==> src/rtl/request_unit.sv <==
// Request sequencer between memory and control unit: fetch/exec/dmem/halt phases,
// instruction latch, memory request strobes and the single-cycle PC advance pulse.
module request_unit #(
    parameter logic [31:0] RESET_INS = 32'h00000000
) (
    input  logic        CLK,
    input  logic        RST,
    input  logic        ihit,
    input  logic        dhit,
    input  logic [31:0] iload,
    input  logic        memRead,
    input  logic        memWrite,
    input  logic        haltReq,
    output logic [31:0] ins,
    output logic        imemREN,
    output logic        dmemREN,
    output logic        dmemWEN,
    output logic        pcEn,
    output logic        halted
);

    localparam logic [1:0] IFETCH = 2'd0;
    localparam logic [1:0] EXEC   = 2'd1;
    localparam logic [1:0] DMEM   = 2'd2;
    localparam logic [1:0] HALTED = 2'd3;

    logic [1:0]  state_q, state_d;
    logic [31:0] ins_q;

    always_ff @(posedge CLK) begin
        if (RST) begin
            state_q <= IFETCH;
            ins_q   <= RESET_INS;
        end else begin
            state_q <= state_d;
            if (state_q == IFETCH && ihit) begin
                ins_q <= iload;
            end
        end
    end

    always_comb begin
        state_d = state_q;
        imemREN = 1'b0;
        dmemREN = 1'b0;
        dmemWEN = 1'b0;
        pcEn    = 1'b0;
        halted  = 1'b0;
        unique case (state_q)
            IFETCH: begin
                imemREN = 1'b1;
                if (ihit) begin
                    state_d = EXEC;
                end
            end
            EXEC: begin
                // Halt outranks any memory op decoded alongside it.
                if (haltReq) begin
                    state_d = HALTED;
                end else if (memRead || memWrite) begin
                    state_d = DMEM;
                end else begin
                    pcEn    = 1'b1;
                    state_d = IFETCH;
                end
            end
            DMEM: begin
                // Write wins when both are decoded so the two strobes stay exclusive.
                dmemWEN = memWrite;
                dmemREN = memRead & ~memWrite;
                if (dhit) begin
                    pcEn    = 1'b1;
                    state_d = IFETCH;
                end
            end
            HALTED: begin
                halted = 1'b1;
            end
            default: begin
                state_d = IFETCH;
            end
        endcase
    end

    assign ins = ins_q;

endmodule

==> config.mk <==
export PLATFORM = sky130hd
export DESIGN_NAME = request_unit
export DESIGN_NICKNAME = d
export VERILOG_FILES = /design/src/rtl/request_unit.sv
export SDC_FILE = /design/constraint.sdc
export NUM_CORES = 1
export LEC_CHECK = 0
export CAP_MARGIN = 10
export CORE_MARGIN = 1
export CORE_UTILIZATION = 60
export DETAILED_ROUTE_END_ITERATION = 7
export DONT_BUFFER_PORTS = 1
export HOLD_SLACK_MARGIN = 0.03
export PLACE_DENSITY = 0.87
export SKIP_LAST_GASP = 1
export SLEW_MARGIN = 30
export SYNTH_ARGS = -nofsm -noshare
export SYNTH_HDL_FRONTEND = slang
export SYNTH_SLANG_ARGS = --single-unit
==> constraint.sdc <==
create_clock -name CLK -period 2 [get_ports CLK]
set_clock_uncertainty 0.1 [all_clocks]
set_input_delay 0.3 -clock CLK [delete_from_list [all_inputs] [get_ports CLK]]
set_output_delay 0.3 -clock CLK [all_outputs]
set_load 0.02 [all_outputs]
=== Yosys cells after proc, flatten, opt, wreduce, memory -nomap -nowiden ===
Cells that the tools add are included.

* Equality and inequality tests: 5
* Multiplexer cells: 13
* Bitwise gates (word level): 2
* Reduce and logical (&&, ||, !) cells: 5

{| class="wikitable"
|+ Operators with widths
! cell !! count
|-
| $mux W2 || 4
|-
| $mux W1 || 7
|-
| $pmux W2 S3 || 1
|-
| $eq A2 B2 Y1 const B || 2
|-
| $ne A2 B2 Y1 const B || 2
|-
| $reduce_and A3 Y1 || 1
|-
| $reduce_bool A3 Y1 || 1
|-
| $eq A2 B1 Y1 const B || 1
|-
| $logic_not A2 Y1 || 1
|-
| $pmux W1 S2 || 1
|-
| $and A1 B1 Y1 || 1
|-
| $logic_and A1 B1 Y1 || 1
|-
| $logic_or A1 B1 Y1 || 1
|-
| $not A1 Y1 || 1
|}

* Register bits after elaboration: 34
* Input port bits: 39
* Output and inout port bits: 37
* Logic and storage cells: 27

=== Depth between registers and ports, before layout ===
Gate-level depths: netlist of run 1.

* Depth in word-level cells: 4
* Depth in mapped cells: 7
* Mapped depth without buffers: 5

=== Worst setup path before layout of run 1 ===
OpenSTA, ideal clock, no wires.

* Kind: register -> register
* Start point: reg state_q[0]
* End point: reg state_q[0]
* Arrival time: 1.369 ns
* Required time: 1.779 ns
* Path slack: 0.411 ns
* Stages on the path, launching flop included: 5
* Path buffers: 0
* Cell sequence: dfxtp_1 > inv_1 > ha_1 > a221oi_2 > mux2_2

* Word-level cells in the longest chain between the ends: 3
* Elaborated cells on any way between the ends: 8
* Classes of those cells: 4 x eq/ne; 1 x mux; 3 x reduce/logical

{| class="wikitable"
|+ RTL lines
! item !! RTL line !! RTL
|-
| start, declared || 27 || <nowiki>logic [1:0] state_q, state_d;</nowiki>
|-
| start signal, assigned || 35 || <nowiki>state_q <= state_d;</nowiki>
|-
| $eq A2 B2 Y1, or another cell as far along || 49 || <nowiki>unique case (state_q)</nowiki>
|-
| $ne A2 B2 Y1 (no source line) or $reduce_bool A3 Y1 (tied branches) || - ||
|-
| $reduce_and A3 Y1 (no source line) || - ||
|}

Several ways; a longest one is shown, not always the timed one.
A chain may end at the register's enable or synchronous reset.

=== Worst setup path after layout of run 1 ===
* Start point: reg state_q[0]
* End point: out pcEn

* Word-level cells in the longest chain between the ends: 2
* Elaborated cells on any way between the ends: 3
* Classes of those cells: 2 x eq/ne; 1 x mux

{| class="wikitable"
|+ RTL lines
! item !! RTL line !! RTL
|-
| $eq A2 B2 Y1 or $eq A2 B1 Y1 (tied branches) || 49 ||
|-
| $pmux W1 S2 (*) || 49 ||
|-
| end, declared || 18 || <nowiki>output logic pcEn,</nowiki>
|}

Every way passes the cells marked *; elsewhere a longest branch is shown, timed or not.

==> impl_metrics.csv, run 1 <==
group,metric,value,unit
synthesis,ys_ff_latch,34,
sta,tightestPinTransition,420.8,ps
floorplan,start_util,66.73,%
clocking,numCtsBuffers,5,
sta,finalMaxSlewViolations,0,
sta,setup_viol,0,
layout,drive_gt1_share,10.55,%
synthesis,post_syn_area,0.001363,mm^2
synthesis,post_synth_num_cell_types,20,
floorplan,die_width,49.66,um
synthesis,synth-warning-count,0,
sta,timing_hold_violations_final,0,
route,wl_met3,244,um
pwr,total_leakage_power,0.6934,nW
route,dr_total_vias,1231,
clocking,tritoncts_num_sinks,34,
worst_setup_path,worst-endpoint-arrival,1510,ps
worst_setup_path,timing.setup.critical_path_class,"register to output pin",
route,wl_met1,1.355,mm
clocking,clk_pin_slew,90,ps
worst_setup_path,crit_path_end_kind,"output pin",
pwr,totalPowerFinal,1.964,mW
global_route,first_global_vias,1279,
synthesis,syn-instance-count,166,
floorplan,fp.dieH,49.66,um
sta,layout_worst_path_cycle_share,95.38,%
layout,diodes,0,
run_status,run_status,"finished, final reports clean",
floorplan,row_count,16,
layout,layout_fillers,113,
route,vias_per_cell,5.447,
route,drc_errors,0,
route,1st_pass_router_iterations,4,
route,antenna_left,0,
synthesis,synthesis.area_per_instance,8.208,um^2
sta,fin_crit,1908,ps
layout,finalNonFillerCells,226,
route,finalWirelength,3.613,mm
layout,finalCoreUtilization,85.66,%
clocking,clockBufferDepth,2,
placement,finalWeightedCongestion,0.6962,
route,detail_route.iter0.violations,33,
global_route,largest_net_degree_at_the_start_of_global_routing,33,
pwr,maximum_resistive_drop_on_vdd,922.9,uV
floorplan,core_area,0.002042,mm^2
placement,number_of_placed_cells_counting_well_taps,185,
run,max_cap_violations,0,
worst_setup_path,path_max_fanout,5,
clocking,cts_repair_resize_count,0,
global_route,first_pass_grt_wire_length,5.630,mm
layout,area.growth.synth_to_final,28.37,%
sta,clock.fmax,524.2,MHz
placement,port_buffers,0,
global_route,grt-ovfl-total,0,
sta,worst_slew_margin_rel,71.89,%
worst_setup_path,worstPathRequired,1600,ps
placement,hpwl,1.851,mm
layout,finalNetCount,242,
route,route.met2.wl,1.891,mm
global_route,antenna_found_initial,0,
sta,rsz0062_at_grt,"no",
floorplan,ios,76,
global_route,grtUsageTotal,31.05,%
synthesis,yosysSeqAreaShare,49.95,%
pwr,power_density,1123,mW/mm^2
floorplan,design.die.area,0.002466,mm^2
route,wire_per_inst,15.99,um
route,topRoutingLayerUsed,"met4",
worst_setup_path,critPathLaunchType,"register",
clocking,ctsHtreeMaxLevel,2,
sta,timing.setup.tns,0,ps
min_path,min_path_type,"primary input to register",
clocking,master_cell_of_the_clock_root_buffer,"sky130_fd_sc_hd__clkbuf_4",
clocking,worstSkewPairLatency,310,ps
synthesis,synthesis.nets,210,
clocking,tritoncts,"built",
cells in the mapped netlist:
library cell | n | area share, %
sky130_fd_sc_hd__and3b_1 | 1 | 0.64
sky130_fd_sc_hd__a22oi_1 | 1 | 0.55
sky130_fd_sc_hd__dfxtp_1 | 34 | 50
sky130_fd_sc_hd__buf_1 | 2 | 0.55
sky130_fd_sc_hd__clkbuf_1 | 1 | 0.28
sky130_fd_sc_hd__nor3b_1 | 1 | 0.55
sky130_fd_sc_hd__ha_1 | 5 | 4.6
sky130_fd_sc_hd__nor3_1 | 1 | 0.37
sky130_fd_sc_hd__nor2b_1 | 1 | 0.46
sky130_fd_sc_hd__buf_6 | 3 | 2.5
sky130_fd_sc_hd__a21oi_1 | 27 | 9.9
sky130_fd_sc_hd__inv_1 | 4 | 1.1
sky130_fd_sc_hd__nor2_1 | 2 | 0.55
sky130_fd_sc_hd__a21oi_2 | 6 | 3.9
sky130_fd_sc_hd__mux2_2 | 2 | 1.7
sky130_fd_sc_hd__a221oi_2 | 1 | 1.1
sky130_fd_sc_hd__buf_2 | 5 | 1.8
sky130_fd_sc_hd__and2_1 | 2 | 0.92
sky130_fd_sc_hd__nand2_1 | 66 | 18
sky130_fd_sc_hd__or2_2 | 1 | 0.46
cell families after synthesis:
logic type / after synthesis / share of synthesized area [%]
AO/OA/AOI/OAI: 35 / 15.43
adder cells (fa/ha/maj): 5 / 4.591
buffers and inverters: 15 / 6.243
flip-flops: 34 / 49.95
multiplexers: 2 / 1.653
AND/OR/NAND/NOR: 75 / 22.13
state kept, by name (all words and copies together) (netlist names):
name	flops
ins	32
state_q	2
final cells by class:
| class | count | area, um^2 | share of cell area (%) |
|---|---|---|---|
| tap | 27 | 33.78 | 1.931 |
| clock inverter | 1 | 5.005 | 0.2861 |
| timing repair buffer | 36 | 362.8 | 20.74 |
| clock buffer | 7 | 55.05 | 3.147 |
| sequential | 34 | 680.7 | 38.91 |
| inverter | 4 | 15.01 | 0.8584 |
| multi-input combinational | 117 | 596.8 | 34.12 |
path summary, 6_finish.rpt:
| check | from | end | slack (ps) | cells after the start |
|---|---|---|---|---|
| worst max-delay path | state_q[0]$_SDFFE_PP0P_ | pcEn | 90 | 4 |
| worst min-delay path | RST | state_q[0]$_SDFFE_PP0P_ | 130 | 2 |
| worst max register to register | state_q[0]$_SDFFE_PP0P_ | ins[1]$_SDFFE_PP0P_ | 240 | 6 |
| worst min register to register | ins[4]$_SDFFE_PP0P_ | ins[4]$_SDFFE_PP0P_ | 460 | 2 |
worst max-delay path: stages (launching register included):
cell and delay, ps:
sky130_fd_sc_hd__dfxtp_1 360, sky130_fd_sc_hd__inv_1 110, sky130_fd_sc_hd__ha_1 240, sky130_fd_sc_hd__a22oi_1 110, sky130_fd_sc_hd__nor2b_1 370
per-layer routing:
metal | global-route usage (%) | vias up
li1 | - | 595
met1 | 28.10 | 563
met2 | 62.61 | 58
met3 | 9.568 | 15
met4 | 10.95 | 0
met5 | 0 | -
stage by stage:
stage          hold slack, ps  instance area, um^2  setup WS [ps]
2_1_floorplan           336.0                 1363          410.6
3_3_place_gp            266.1                 1349          373.6
3_5_place_dp            267.7                 1349          291.7
4_1_cts                 33.57                 1739          112.5
5_1_grt                 125.3                 1749          5.032
6_report                131.8                 1749          92.43
cells in the final DEF (no fill, tap or decap):
cell type                       instances
sky130_fd_sc_hd__mux2_2                 2
sky130_fd_sc_hd__inv_1                  4
sky130_fd_sc_hd__nor3b_1                1
sky130_fd_sc_hd__clkbuf_1               1
sky130_fd_sc_hd__and2_1                 2
sky130_fd_sc_hd__buf_4                  3
sky130_fd_sc_hd__clkbuf_8               1
sky130_fd_sc_hd__nand2_1               66
sky130_fd_sc_hd__dfxtp_1               34
sky130_fd_sc_hd__a21oi_2                6
sky130_fd_sc_hd__dlygate4sd3_1         32
sky130_fd_sc_hd__a21oi_1               27
sky130_fd_sc_hd__ha_1                   5
sky130_fd_sc_hd__a22oi_1                1
sky130_fd_sc_hd__a221oi_2               1
sky130_fd_sc_hd__nor2_1                 2
sky130_fd_sc_hd__nor3_1                 1
sky130_fd_sc_hd__nor2b_1                1
sky130_fd_sc_hd__or2_2                  1
sky130_fd_sc_hd__clkinv_2               1
sky130_fd_sc_hd__and3b_1                1
sky130_fd_sc_hd__clkbuf_4               5
sky130_fd_sc_hd__buf_12                 1
repair_timing:
action                    in CTS  in global routing
buffers inserted               0                  0
hold buffers                  32                  1
hold endpoints to repair      32                  1
where the power goes:
group | internal [mW] | switching, mW
logic | 0.226 | 0.338
clock network | 0.170 | 0.208
registers | 0.799 | 0.222
No activity file was read; power rests on OpenSTA's default activity.
==> inputs of run 2 (changes only) <==
--- a/config.mk
+++ b/config.mk
@@ -6,7 +6,6 @@
 export NUM_CORES = 1
 export LEC_CHECK = 0
 export CAP_MARGIN = 10
-export CORE_MARGIN = 1
 export CORE_UTILIZATION = 60
 export DETAILED_ROUTE_END_ITERATION = 7
 export DONT_BUFFER_PORTS = 1
==> results of run 2 <==
Same layout as run 1: the final DEF is identical, and so are final timing and power.
==> inputs of run 3 (changes only) <==
--- a/config.mk
+++ b/config.mk
@@ -6,6 +6,7 @@
 export NUM_CORES = 1
 export LEC_CHECK = 0
 export CAP_MARGIN = 10
+export CORE_ASPECT_RATIO = 1.4
 export CORE_UTILIZATION = 60
 export DETAILED_ROUTE_END_ITERATION = 7
 export DONT_BUFFER_PORTS = 1
==> run 3 against run 2 <==
  * Clock power grew 6.1%
  * Critical path depth is the same
  * Total power grew 1.4%
==> impl_metrics.csv, run 3 (same netlist as run 1, synthesis figures left out) <==
group,metric,value,unit
run,max_cap_violations,0,
clocking,tritoncts,"built",
worst_setup_path,worstPathRequired,1600,ps
placement,port_buffers,0,
global_route,largest_net_degree_at_the_start_of_global_routing,33,
layout,final_common_cell,"sky130_fd_sc_hd__nand2_1",
global_route,gr-max-usage-layer,"met2",
worst_setup_path,slowest_delay,350,ps
pwr,maximum_resistive_drop_on_vdd,853.1,uV
global_route,grt-ovfl-total,0,
floorplan,core_area,0.002152,mm^2
floorplan,ios,76,
floorplan,die_width,42.28,um
route,dr_total_vias,1216,
worst_setup_path,number_of_buffer_and_inverter_instances_along_the_worst_setup_path,1,
worst_setup_path,crit_slowest_cell,"sky130_fd_sc_hd__dfxtp_1",
sta,timing.setup.tns,0,ps
placement,hpwl,1.964,mm
global_route,globalRouteMet3Util,12.58,%
layout,layout_fillers,132,
route,vias_per_cell,5.502,
sta,clock.fmax,533.2,MHz
worst_setup_path,critPathLaunchType,"register",
route,detail_route.iter0.violations,41,
placement,postPlaceCellArea,0.001343,mm^2
sta,fin_crit,1875,ps
layout,diodes,0,
route,1st_pass_router_iterations,4,
clocking,master_cell_of_the_clock_root_buffer,"sky130_fd_sc_hd__clkbuf_4",
worst_setup_path,path_max_fanout,5,
layout,max_ffs_per_register,32,
global_route,grt.met2_usage,55.60,%
sta,finalMaxSlewViolations,0,
floorplan,design.die.area,0.002468,mm^2
run_status,run_status,"finished, final reports clean",
global_route,grtUsageTotal,29.38,%
global_route,gr-usage-met1,27.50,%
pwr,total_leakage_power,0.6929,nW
layout,area_of_the_multi_input_gates,599.3,um^2
pwr,power_density,1138,mW/mm^2
min_path,min_path_type,"primary input to register",
floorplan,row_count,20,
worst_setup_path,crit_path_end_kind,"output pin",
layout,finalNetCount,242,
worst_setup_path,timing.setup.critical_path_class,"register to output pin",
global_route,antenna_found_initial,0,
sta,rsz0062_at_grt,"no",
placement,finalWeightedCongestion,0.7684,
placement,number_of_placed_cells_counting_well_taps,180,
layout,drive_gt1_share,11.56,%
route,wire_per_inst,16.41,um
sta,tightestPinTransition,334.6,ps
clocking,clk_pin_slew,100,ps
sta,layout_worst_path_cycle_share,93.77,%
route,finalWirelength,3.627,mm
layout,mostFrequentLayoutCells,"sky130_fd_sc_hd__nand2_1 (66), sky130_fd_sc_hd__dfxtp_1 (34), sky130_fd_sc_hd__dlygate4sd3_1 (32)",
layout,sequential_cell_area,680.7,um^2
sta,worst_slew_margin_rel,77.70,%
layout,area.growth.synth_to_final,28.37,%
global_route,first_global_vias,1173,
worst_setup_path,timing.critical_path.cells,"inv_1 > ha_1 > a22oi_1 > nor2b_2",
sta,timing_hold_violations_final,0,
route,drc_errors,0,
worst_setup_path,worst_path_dominant_cell_family,"flip-flops",
floorplan,fp.dieH,58.39,um
clocking,numCtsBuffers,5,
global_route,first_pass_grt_wire_length,5.319,mm
route,antenna_left,0,
floorplan,start_util,63.31,%
clocking,tritoncts_num_sinks,34,
clocking,clockBufferDepth,2,
clocking,ctsHtreeMaxLevel,2,
clocking,postCtsSetupRepairBufs,0,
sta,setup_viol,0,
clocking,worstSkewPairLatency,330,ps
worst_setup_path,worst-endpoint-arrival,1480,ps
layout,finalNonFillerCells,221,
layout,design_area,0.001749,mm^2
run 3: area by class of cell:
class                      instances  area share, %
tap                               22          1.574
clock inverter                     2         0.7153
inverter                           4         0.8584
sequential                        34          38.91
timing repair buffer              36          20.74
clock buffer                       6          2.933
multi-input combinational        117          34.26
run 3: metal layers:
metal,vias to the layer above,share of wire [%]
li1,596,-
met1,550,37
met2,63,54
met3,7,7.3
met4,0,1.5
met5,-,0
run 3: where the power goes:
part,total (mW),switching [mW],internal [mW]
registers,1.02,0.220,0.799
clock network,0.401,0.232,0.169
logic,0.570,0.341,0.229
total,1.99,0.793,1.20
run 3: timing repair:
item,4_1_cts,5_1_grt
hold buffers,33,0
setup endpoints to repair,0,1
endpoints found under the hold margin,32,0
resized for setup,0,1
run 3: worst register-to-register path, cell delays in order, from the launching register on:
cell and delay, ps:
sky130_fd_sc_hd__dfxtp_1 400, sky130_fd_sc_hd__inv_1 110, sky130_fd_sc_hd__ha_1 330, sky130_fd_sc_hd__a221oi_2 320
sky130_fd_sc_hd__mux2_2 370
run 3: path summary, 6_finish.rpt:
| path | start | to | slack (ps) | cells after the start |
|---|---|---|---|---|
| setup / recovery | state_q[0]$_SDFFE_PP0P_ | pcEn | 120 | 4 |
| hold reg to reg | ins[20]$_SDFFE_PP0P_ | ins[20]$_SDFFE_PP0P_ | 470 | 2 |
| hold / removal | RST | state_q[1]$_SDFFE_PP0P_ | 90 | 2 |
| setup reg to reg | state_q[0]$_SDFFE_PP0P_ | state_q[0]$_SDFFE_PP0P_ | 270 | 4 |
run 3: per-stage QoR:
step / setup slack, ps / power, mW / util (%) / hold WS [ps]
after floorplan: 410.6 / 1.449 / - / 336.0
after global placement: 378.2 / 1.467 / 62.38 / 265.3
after detailed placement: 298.9 / 1.511 / 62.38 / 266.9
after CTS: 3.300 / 1.968 / 81.16 / 75.52
after global routing: 50.71 / 2.092 / 81.28 / 78.79
final: 124.6 / 1.990 / 81.28 / 88.99
